File: src/rtl/dadda_pkg.sv
// -----------------------------------------------------------------------------
// dadda_pkg
// Shared types and helpers for the Dadda product accumulator.
//   acc_state_e : accumulator FSM states (IDLE / ACCUM / HOLD)
//   *_DEF       : default widths for PROD_W / ACC_W / CNT_W
//   acc_sum()   : wide add with carry-out and optional saturation
// Build option: DADDA_ACC_SAT_EN (consumed by dadda_acc_add).
// -----------------------------------------------------------------------------
package dadda_pkg;

  localparam int unsigned PROD_W_DEF = 32;
  localparam int unsigned ACC_W_DEF  = 40;
  localparam int unsigned CNT_W_DEF  = 8;

  // Widest accumulator the helper supports; operands are zero-extended to it.
  localparam int unsigned MAX_W = 64;

  typedef enum logic [1:0] {
    IDLE  = 2'd0,
    ACCUM = 2'd1,
    HOLD  = 2'd2
  } acc_state_e;

  // Adds two w-bit values held in MAX_W-bit containers.
  // Result: bit MAX_W = carry out of bit w-1, bits [MAX_W-1:0] = w-bit sum
  // (wrapped, or all-ones when sat is set and a carry occurred). Bits between
  // w and MAX_W-1 are always zero.
  function automatic logic [MAX_W:0] acc_sum(
    input logic [MAX_W-1:0] a,
    input logic [MAX_W-1:0] b,
    input int unsigned      w,
    input logic             sat
  );
    logic [MAX_W:0] s;
    logic [MAX_W:0] sh;
    logic [MAX_W:0] mask;
    logic           carry;
    s     = {1'b0, a} + {1'b0, b};
    sh    = s >> w;
    carry = sh[0];
    mask  = ({{MAX_W{1'b0}}, 1'b1} << w) - {{MAX_W{1'b0}}, 1'b1};
    return {carry, (sat && carry) ? mask[MAX_W-1:0] : (s[MAX_W-1:0] & mask[MAX_W-1:0])};
  endfunction

endpackage

File: src/rtl/dadda_acc_add.sv
// -----------------------------------------------------------------------------
// dadda_acc_add
// Combinational ACC_W+1-bit adder with carry out and saturation mux.
// Kept separate so it can be replaced by a compressor-tree adder.
//   i_acc   [ACC_W-1:0]  : current accumulator
//   i_prod  [PROD_W-1:0] : unsigned product (zero-extended)
//   o_sum   [ACC_W-1:0]  : wrapped or saturated sum
//   o_carry              : carry out of ACC_W bits
// Build option: DADDA_ACC_SAT_EN -> saturate to all-ones on carry.
// -----------------------------------------------------------------------------
module dadda_acc_add
  import dadda_pkg::*;
#(
  parameter int unsigned PROD_W = PROD_W_DEF,
  parameter int unsigned ACC_W  = ACC_W_DEF
) (
  input  logic [ACC_W-1:0]  i_acc,
  input  logic [PROD_W-1:0] i_prod,
  output logic [ACC_W-1:0]  o_sum,
  output logic              o_carry
);

`ifdef DADDA_ACC_SAT_EN
  localparam logic SAT_EN = 1'b1;
`else
  localparam logic SAT_EN = 1'b0;
`endif

  logic [MAX_W:0]     w_res;
  logic [MAX_W:ACC_W] w_hi;

  always_comb w_res = acc_sum(MAX_W'(i_acc), MAX_W'(i_prod), ACC_W, SAT_EN);

  // Bits between ACC_W and MAX_W-1 are always zero, so OR-ing the whole
  // upper field yields exactly the carry flag.
  assign w_hi    = w_res[MAX_W:ACC_W];
  assign o_sum   = w_res[ACC_W-1:0];
  assign o_carry = |w_hi;

endmodule

File: src/rtl/dadda_prod_accum.sv
// -----------------------------------------------------------------------------
// dadda_prod_accum
// Registered accumulator after the combinational 16x16 Dadda multiplier.
// Sums product beats into a group and presents the result over valid/ready.
//   clk, rst_n            : clock, synchronous active-low reset
//   prod_valid/prod_ready : product beat handshake
//   prod_data [PROD_W]    : unsigned product
//   prod_last             : beat closes the group
//   flush                 : close an open group without a beat
//   acc_valid/acc_ready   : result handshake
//   acc_data  [ACC_W]     : accumulated sum
//   acc_count [CNT_W]     : beats in group (saturating)
//   acc_ovf               : sticky carry-out flag for the group
// Build option: DADDA_ACC_SAT_EN (saturating vs wrapping accumulation).
// -----------------------------------------------------------------------------
module dadda_prod_accum
  import dadda_pkg::*;
#(
  parameter int unsigned PROD_W = PROD_W_DEF,
  parameter int unsigned ACC_W  = ACC_W_DEF,
  parameter int unsigned CNT_W  = CNT_W_DEF
) (
  input  logic              clk,
  input  logic              rst_n,
  input  logic              prod_valid,
  output logic              prod_ready,
  input  logic [PROD_W-1:0] prod_data,
  input  logic              prod_last,
  input  logic              flush,
  output logic              acc_valid,
  input  logic              acc_ready,
  output logic [ACC_W-1:0]  acc_data,
  output logic [CNT_W-1:0]  acc_count,
  output logic              acc_ovf
);

  acc_state_e       r_state, w_state_nxt;
  logic [ACC_W-1:0] r_acc, w_acc_nxt;
  logic [CNT_W-1:0] r_cnt, w_cnt_nxt;
  logic             r_ovf, w_ovf_nxt;
  logic             w_accept;
  logic [ACC_W-1:0] w_sum;
  logic             w_carry;

  dadda_acc_add #(
    .PROD_W (PROD_W),
    .ACC_W  (ACC_W)
  ) u_add (
    .i_acc   (r_acc),
    .i_prod  (prod_data),
    .o_sum   (w_sum),
    .o_carry (w_carry)
  );

  assign prod_ready = (r_state != HOLD);
  assign acc_valid  = (r_state == HOLD);
  assign w_accept   = prod_valid && prod_ready;
  assign acc_data   = r_acc;
  assign acc_count  = r_cnt;
  assign acc_ovf    = r_ovf;

  always_comb begin
    w_state_nxt = r_state;
    w_acc_nxt   = r_acc;
    w_cnt_nxt   = r_cnt;
    w_ovf_nxt   = r_ovf;
    case (r_state)
      IDLE: begin
        // flush is not sampled here: an empty group is never produced.
        if (w_accept) begin
          w_acc_nxt   = ACC_W'(prod_data);
          w_cnt_nxt   = CNT_W'(1);
          w_ovf_nxt   = 1'b0;
          w_state_nxt = prod_last ? HOLD : ACCUM;
        end
      end
      ACCUM: begin
        if (w_accept) begin
          w_acc_nxt = w_sum;
          w_cnt_nxt = (&r_cnt) ? r_cnt : r_cnt + CNT_W'(1);
          w_ovf_nxt = r_ovf | w_carry;
        end
        if ((w_accept && prod_last) || flush) begin
          w_state_nxt = HOLD;
        end
      end
      HOLD: begin
        if (acc_ready) begin
          w_state_nxt = IDLE;
        end
      end
      default: w_state_nxt = IDLE;
    endcase
  end

  always_ff @(posedge clk) begin
    if (!rst_n) begin
      r_state <= IDLE;
      r_acc   <= '0;
      r_cnt   <= '0;
      r_ovf   <= 1'b0;
    end else begin
      r_state <= w_state_nxt;
      r_acc   <= w_acc_nxt;
      r_cnt   <= w_cnt_nxt;
      r_ovf   <= w_ovf_nxt;
    end
  end

endmodule
File: config.mk
export PLATFORM = sky130hd
export DESIGN_NAME = dadda_prod_accum
export DESIGN_NICKNAME = d
export VERILOG_FILES = /design/src/rtl/dadda_pkg.sv /design/src/rtl/dadda_acc_add.sv /design/src/rtl/dadda_prod_accum.sv
export SDC_FILE = /design/constraint.sdc
export NUM_CORES = 1
export LEC_CHECK = 0
export CORE_ASPECT_RATIO = 1.75
export CORE_MARGIN = 5
export CORE_UTILIZATION = 50
export DETAILED_ROUTE_END_ITERATION = 12
export PLACE_DENSITY = 0.8
export SLEW_MARGIN = 30
export SYNTH_ARGS = -nofsm -noshare
export SYNTH_HDL_FRONTEND = slang
export SYNTH_SLANG_ARGS = --single-unit
File: constraint.sdc
create_clock -name clk -period 8.9 [get_ports clk]
set_input_delay 1.78 -clock clk [delete_from_list [all_inputs] [get_ports clk]]
set_output_delay 1.78 -clock clk [all_outputs]
set_load 0.005 [all_outputs]
==> After elaboration in Yosys (flattened, before gate mapping) <==
Index checks and enable logic that the tools add are counted.
{ "totals": {"reg_bits": 51, "inputBits": 38, "output_inout_bits": 51, "elab_cells": 39} }
{ "classes": {"n_addsub": 2, "eq_ne": 8, "mux": 15, "n_bitwise": 1, "reduce_logical": 9} }
{ "ops": {"columns": ["operator", "n"], "rows": [
  ["2-to-1 mux 40 bit", 2],
  ["one-hot mux 40 bit (2 select lines)", 1],
  ["adder 40 x 32 -> 41 bit", 1],
  ["2-to-1 mux 8 bit", 3],
  ["one-hot mux 8 bit (2 select lines)", 1],
  ["inequality test 2 bit (second input constant)", 5],
  ["adder 8 x 1 -> 8 bit (second input constant)", 1],
  ["2-to-1 mux 2 bit", 4],
  ["AND reduction 8 bit", 1],
  ["one-hot mux 2 bit (3 select lines)", 1],
  ["AND reduction 3 bit", 2],
  ["AND reduction 4 bit", 1],
  ["equality test 2 x 1 -> 1 bit (second input constant)", 1],
  ["equality test 2 bit (second input constant)", 1],
  ["logical AND 1 bit", 2],
  ["logical NOT 2 bit", 1],
  ["2-to-1 mux 1 bit", 2],
  ["inequality test 2 x 1 -> 1 bit (second input constant)", 1],
  ["one-hot mux 1 bit (2 select lines)", 1],
  ["nonzero test 2 bit", 1],
  ["logical OR 1 bit", 1],
  ["bitwise OR 1 bit", 1]
]} }

==> Depth between registers and ports, before layout <==
Gate-level depths: netlist of the first run.
{ "logic_depth": {"word_depth": 6, "depth_mapped": 13, "mapped_depth_nobuf": 13} }

==> Hierarchy <==
From an unflattened synthesis of the first run, not the netlist that was laid out.
{ "unflattened": {"hier_cells": 630, "area_unflattened_um2": 4668.2} }
{ "by_module_without_submodules": {"columns": ["module", "n_inst", "cells_per_inst", "area_per_inst_um2", "seq_area_each_um2"], "rows": [
  ["dadda_acc_add", 1, 342, 2376.0, 0.0],
  ["dadda_prod_accum", 1, 288, 2292.2, 1021.0]
]} }

==> Least setup slack after synthesis of the first run <==
OpenSTA, ideal clock, no wires.
{ "synth_path": {"kind": "input-to-reg", "from": "in prod_data[3]", "to": "reg r_acc[23], in the netlist acc_data[23]", "setup_time_ns": 0.120, "t_arrival_ns": 4.052, "required_time_ns": 8.780, "slack_ns": 4.727, "cell_stages": 10, "n_path_buf": 0, "cell_sequence": "ha_1 > a21o_1 > a21oi_2 > a21oi_1 > or4_4 > a221oi_4 > o221ai_2 > or4_1 > nand3_1 > nand3_1"} }
{ "synth_between": {"elab_chain_len": 3} }
{ "synth_lines": {"columns": ["element", "line_no", "source"], "rows": [
  ["from (decl)", "dadda_prod_accum.sv:27", "input logic [PROD_W-1:0] prod_data,"],
  ["adder 40 x 32 -> 41 bit", "dadda_pkg.sv:38", "s = {1'b0, a} + {1'b0, b};"],
  ["2-to-1 mux 40 bit", "dadda_prod_accum.sv:78", "if (w_accept) begin"],
  ["one-hot mux 40 bit (2 select lines)", "dadda_prod_accum.sv:67", "case (r_state)"],
  ["to (signal assigned)", "dadda_prod_accum.sv:104", "r_acc <= w_acc_nxt;"],
  ["to (decl)", "dadda_prod_accum.sv:38", "logic [ACC_W-1:0] r_acc, w_acc_nxt;"]
]} }
No other way between the ends. The select of a mux whose other input is x is not followed.
A chain may end at the register's enable or synchronous reset.

==> Worst setup path in the final report of the first run <==
{ "layout_path": {"from": "in prod_data[2]", "to": "reg r_acc[28], in the netlist acc_data[28]"} }
Same word-level chain as after synthesis.

==> run summary, run 1 <==
Status -> finished clean
HPWL after DPL -> 8590 um
Tot GR Track Use -> 22.9%
Number of vias per cell after detailed routing -> 6.12
Worst supply voltage drop on vdd -> 0.0000979 V
Data required time of the critical path -> 9.07 ns
Worst clock skew -> 0.00538 ns
Floorplan die area -> 9720 um^2
Area growth, synth to finish -> 28.3%
Overall via count from detail_route -> 4,096
Slew of the pin with the lowest slew margin -> 0.686 ns
Combinational family with the most area after synthesis -> compound AO/OA/AOI/OAI gates
Number of port buffers -> 88
Top area cells in the synthesized netlist -> dfxtp_1, ha_1, a21oi_1, o21ai_0, nand2_1
Warning count from the yosys run -> 0
Cell Rows -> 42
RSZ-0062 raised after global routing -> false
List of most frequent post-synthesis cells -> a21oi_1, dfxtp_1, nand2_1, o21ai_0, nor2_1
Area leader, netlist -> dfxtp_1
Critical path start-end classification -> in -> reg
Vias in the first global route -> 4,019
Htree depth -> 2
Per-cell routed wire length -> 17.0 um
Layout net count -> 653
Final period util -> 51.4%
Cell with the most instances after synthesis -> a21oi_1
Critical Path Source Type -> input port
Number of max-capacitance violations reported -> 0
Kind of cell with the highest combined delay on the critical path -> compound AO/OA/AOI/OAI gates
Share of cell area taken by muxes after synthesis -> 0%
Synthesized-area fraction occupied by xor and xnor cells -> 6.75%
Cells traversed along the worst timing path -> clkdlybuf4s50_1 > ha_1 > nor2b_1 > o31a_1 > o31ai_4 > o21bai_1 > a221o_1 > a311oi_2 > o21ai_1 > a21oi_1 > xor2_1 > a21oi_1
Cell variety after synth -> 53
Hold violation count in the final report -> 0
Drt first-iter violations -> 218
Number of antenna violations at the first check in global routing -> 0
Maximum fanout along the worst path -> 5
Clock tree buffer depth -> 2
Inserted Clock Buffers -> 5
Number of synthesized register bits -> 51
Cell repeated most along the worst path -> a21oi_1
Gpl congestion -> 0.871
Maximum number of pins on one net before global-route repair -> 43
Final Slew Violations -> 0
Antenna diode count -> 0
Number of top-level pins -> 89
Post-Synth Adder-Cell Area -> 11.1%
Post-layout minimum cycle time -> 4.58 ns
Share of synthesized flip-flops with an asynchronous set or reset -> 0%
Leakage component of the power -> 2.09 nW
Synthesized area divided by synthesized cell count -> 7.71 um^2
Synth Cell Area -> 3890 um^2
Nets in the synthesized netlist -> 577
Resize count post-CTS -> 0
Areal power density over the cells -> 161 nW/um^2
Number of cells on the worst hold path -> 2
Max transition margin -> 54.1%
Share of synthesized cell area in and, or, nand and nor gates -> 19.8%
Sink count of the clock tree -> 51
Final WL -> 11,400 um
Post-synth EDFFs -> 0
Area of the core -> 7570 um^2
Proportion of netlist area held by the largest area contributor -> 26.2%
Initial core utilization -> 51.5%
Post-CTS Hold Buffers -> 0
Post-Synthesis Cells -> 505
Peak Freq -> 218 MHz
Clock latency at the later pin of the worst-skew pair -> 0.29 ns
Number of gates on the worst path with buffers counted -> 12
Portion of the post-synthesis area used by sequential elements -> 26.2%
First-pass GRT wire length -> 18,700 um
Largest stage delay, worst path -> 0.45 ns
Die Y -> 127 um
1st-pass router iterations -> 5
Total non-filler cell area in the finished layout -> 5000 um^2
TritonCTS clock tree -> built
Final-layout setup total negative slack -> 0 ns
Fraction of the mapped netlist area in compound gates -> 32.6%
Die W -> 76.7 um
Detail Route Antenna Nets -> 0
Total congestion overflow -> 0
Root buffer cell -> clkbuf_16
Number of remaining DRC errors -> 0
Critical path buffers and inverters -> 1
Clock transition at the register clock pins on the worst setup and hold paths after CTS -> 0.07 ns
Worst endpoint data arrival time -> 4.75 ns
Capturing element type of the critical path -> flip-flop
Post-placement cell area -> 4830 um^2
Critical-path cell with the highest stage delay -> clkdlybuf4s50_1
Type of the worst min-delay path -> reg -> reg
Top FF cell, synth -> dfxtp_1
Proportion of layout cells with a drive suffix above 1 -> 3.79%
Final setup violating endpoints -> 0
FF-to-FF path depth -> 13
Setup Buffers After CTS -> 0
cell type report:
type                       instances  area [um^2]
clock buffer                       5          125
timing repair buffer              93          918
multi-input combinational        418         2740
sequential                        51         1020
inverter                          12         45.0
fill                             671         2570
tap                               88          110
clock inverter                     2         37.5
flip-flops by register name, summed over array words and instances (netlist names):
register and flops:
acc_data 40, acc_count 8, r_state 2, acc_ovf 1
through the flow:
stage / cells / hold WS (ns) / util, % / setup WS, ns / power (mW)
after floorplan: 505 / 0.465 / - / 4.73 / 0.476
after global placement: 662 / 0.453 / 63.9 / 4.12 / 0.578
after detailed placement: 662 / 0.478 / 63.9 / 4.05 / 0.585
after CTS: 669 / 0.494 / 66.0 / 4.35 / 0.806
after global routing: 669 / 0.530 / 66.0 / 4.10 / 0.852
final: 669 / 0.482 / 66.0 / 4.32 / 0.803
power by group:
group	switching (mW)	leakage (nW)	internal [mW]
registers	0.0184	0.419	0.247
clock network	0.0863	0.0759	0.131
logic	0.172	1.60	0.147
total	0.277	2.09	0.526
kinds of logic (layout without fill, tap and decap cells):
group	Yosys count	after routing
AO/OA/AOI/OAI	195	195
AND/OR/NAND/NOR	159	159
buffers and inverters	36	112
XOR/XNOR	30	30
adder cells (fa/ha/maj)	34	34
flip-flops	51	51
worst paths after layout:
check / from / end / slack (ns)
worst max-delay path: prod_data[2] / acc_data[28] / 4.32
worst min-delay path: acc_ovf / acc_ovf / 0.48
worst max register to register: acc_data[0] / acc_data[28] / 5.94
worst min register to register: acc_ovf / acc_ovf / 0.48
per-layer routing:
layer,part of all wire (%),GRT usage [%]
met2,54,41.9
met3,4.8,3.40
met5,0,0
met4,3.5,12.2
met1,38,24.8
layout by cell type (no fill, tap or decap), drive strengths merged, types with 16 or more instances in the layout:
cell type and count:
o21ai 41, ha 33, a21oi 76, nand2 50, nor2 37, clkdlybuf4s50 88
dfxtp 51, nand3 18, a21o 16, xnor2 19
tightest hold or removal path, delay by kind of cell, from the launching register on:
kind	cells	cell delay, ns
flip-flops	1	0.33
AND/OR/NAND/NOR	2	0.12
(Power assumes the default switching activity.)
==> inputs of run 2 (changes only) <==
clock period = 4.3 ns   (was 8.9 ns; I/O delays follow)
==> run 2 against run 1 <==
Final cell count up 0.30%. Combinational power up 110%. Highest routed layer unchanged. Worst hold slack better by 0.010 ns. Critical path depth up 2. Largest power group unchanged. Clock power up 95%. Clock skew up 0.0019 ns. Final area about the same. Critical endpoint unchanged. First-iteration DRC count down 5.5%.
==> run summary, run 2 (synthesis gave the netlist of run 1 again) <==
Status -> finished clean (unchanged)
Area of the core -> 7570 um^2 (unchanged)
Detail Route Antenna Nets -> 0 (unchanged)
HPWL after DPL -> 8550 um (was 8590 um)
Final setup violating endpoints -> 0 (unchanged)
Post-layout minimum cycle time -> 3.69 ns
Peak Freq -> 271 MHz
Htree depth -> 2 (unchanged)
Total non-filler cell area in the finished layout -> 5000 um^2 (about the same)
Max transition margin -> 54.3% (was 54.1%)
Vias in the first global route -> 4,147 (was 4,019)
Final Slew Violations -> 0 (unchanged)
Cell Rows -> 42 (unchanged)
TritonCTS clock tree -> built (unchanged)
Number of antenna violations at the first check in global routing -> 0 (unchanged)
Floorplan die area -> 9720 um^2 (unchanged)
Largest stage delay, worst path -> 0.45 ns (about the same)
Cells traversed along the worst timing path -> clkdlybuf4s50_1 > ha_1 > inv_1 > fa_1 > nor2b_1 > o31a_1 > o31ai_4 > o21bai_1 > a221o_1 > a311oi_2 > o21ai_1 > a21oi_1 > xor2_1 > a21oi_1 (was clkdlybuf4s50_1 > ha_1 > nor2b_1 > o31a_1 > o31ai_4 > o21bai_1 > a221o_1 > a311oi_2 > o21ai_1 > a21oi_1 > xor2_1 > a21oi_1)
Int Power -> 1.07 mW (was 526 uW)
Leakage component of the power -> 2.10 nW (was 2.09 nW)
Comb power frac -> 40.3% (was 39.8%)
Maximum fanout along the worst path -> 5 (unchanged)
Worst endpoint data arrival time -> 3.86 ns (was 4.75 ns)
Critical path start-end classification -> in -> reg (unchanged)
Inserted Clock Buffers -> 5 (unchanged)
Slew of the pin with the lowest slew margin -> 0.685 ns (was 0.686 ns)
Clock transition at the register clock pins on the worst setup and hold paths after CTS -> 0.07 ns (about the same)
Count of placed standard cells including taps -> 663 (was 662)
Critical Path Source Type -> input port (unchanged)
Post-CTS Hold Buffers -> 0 (unchanged)
Setup Buffers After CTS -> 0 (unchanged)
Sink count of the clock tree -> 51 (unchanged)
Capturing element type of the critical path -> flip-flop (unchanged)
Per-cell routed wire length -> 16.9 um (was 17.0 um)
Non-filler instance count after layout -> 671 (was 669)
Tot GR Track Use -> 22.8% (was 22.9%)
Final WL -> 11,300 um (was 11,400 um)
Most frequent standard cell in the layout excluding fill and tap cells -> clkdlybuf4s50_1 (unchanged)
Overall via count from detail_route -> 4,167 (was 4,096)
Layout net count -> 654 (was 653)
Switch share -> 34.8% (was 34.5%)
Worst supply voltage drop on vdd -> 0.000206 V (was 0.0000979 V)
Maximum number of pins on one net before global-route repair -> 51 (was 43)
Number of top-level pins -> 89 (unchanged)
Number of max-capacitance violations reported -> 0 (unchanged)
Proportion of layout cells with a drive suffix above 1 -> 3.95% (was 3.79%)
Die Y -> 127 um (unchanged)
Hold violation count in the final report -> 0 (unchanged)
Data required time of the critical path -> 4.47 ns (was 9.07 ns)
Post-placement cell area -> 4840 um^2 (was 4830 um^2)
Most frequent cells in the layout -> clkdlybuf4s50_1, a21oi_1, dfxtp_1, nand2_1, o21ai_0 (unchanged)
Area growth, synth to finish -> 28.3% (about the same)
Resize count post-CTS -> 0 (unchanged)
Type of the worst min-delay path -> reg -> reg (unchanged)
Final-layout setup total negative slack -> 0 ns (unchanged)
Critical-path cell with the highest stage delay -> clkdlybuf4s50_1 (unchanged)
Clock tree buffer depth -> 2 (unchanged)
Sequential group share of total power -> 33.6% (was 33.1%)
Total congestion overflow -> 0 (unchanged)
Antenna diode count -> 0 (unchanged)
Drt first-iter violations -> 206 (was 218)
Worst clock skew -> 0.00730 ns (was 0.00538 ns)
Cell repeated most along the worst path -> a21oi_1 (unchanged)
Net Sw Power -> 570 uW (was 277 uW)
Gpl congestion -> 0.869 (was 0.871)
Areal power density over the cells -> 328 nW/um^2 (was 161 nW/um^2)
Initial core utilization -> 51.5% (unchanged)
1st-pass router iterations -> 7 (was 5)
Critical path buffers and inverters -> 2 (was 1)
Root buffer cell -> clkbuf_16 (unchanged)
Number of port buffers -> 88 (unchanged)
First-pass GRT wire length -> 18,700 um (about the same)
Die W -> 76.7 um (unchanged)
RSZ-0062 raised after global routing -> false (unchanged)
Clock latency at the later pin of the worst-skew pair -> 0.30 ns (was 0.29 ns)
Number of vias per cell after detailed routing -> 6.21 (was 6.12)
Kind of cell with the highest combined delay on the critical path -> compound AO/OA/AOI/OAI gates (unchanged)
Number of remaining DRC errors -> 0 (unchanged)
Final Util -> 66.0% (about the same)
Final period util -> 85.8%
Clock network fraction of design power -> 26.0% (was 27.1%)
Largest register FFs -> 40 (unchanged)
run 2: routing by layer:
metal	track usage, %	wire [um]	part of all wire, %
met5	0	0	0
met4	11.7	425	3.8
met3	2.98	570	5.0
met2	42.8	6090	54
met1	24.1	4230	37
run 2: through the flow:
stage	hold WS, ns	setup WS (ns)	power (mW)
after floorplan	0.465	1.05	0.986
after detailed placement	0.474	0.326	1.21
final	0.493	0.610	1.64
after global routing	0.517	0.391	1.74
after CTS	0.489	0.625	1.64
after global placement	0.459	0.446	1.20
run 2: final timing paths:
check	slack [ns]	cells after the start	to	start
min reg2reg	0.49	2	acc_ovf	acc_ovf
max reg2reg	1.32	13	acc_data[34]	acc_data[0]
min	0.49	2	acc_ovf	acc_ovf
max	0.61	14	acc_data[28]	prod_data[0]
run 2: power by group through the flow:
stage          clock (mW)  sequential [mW]  combinational [mW]
2_1_floorplan           0            0.551               0.435
6_report            0.426            0.550               0.660
3_5_place_dp            0            0.561               0.650
5_1_grt             0.456            0.556               0.727
4_1_cts             0.436            0.550               0.656
3_3_place_gp            0            0.558               0.640
run 2: worst reg2reg max path: stages, from the launching register on:
cell,delay (ns)
dfxtp_1,0.38
ha_1,0.20
inv_1,0.06
fa_1,0.37
nor2b_1,0.20
o31a_1,0.24
o31ai_4,0.09
o211ai_1,0.24
a21oi_1,0.13
o31ai_1,0.23
a21oi_1,0.21
nor3b_1,0.29
xnor2_1,0.15
nor2_1,0.06
run 2: layout make-up:
class,instances,area (um^2)
Timing Repair Buffer,94,926
Clock buffer,8,156
Multi-Input combinational cell,418,2740
Fill cell,688,2570
Inverter,12,45.0
Sequential cell,51,1020
Tap cell,88,110
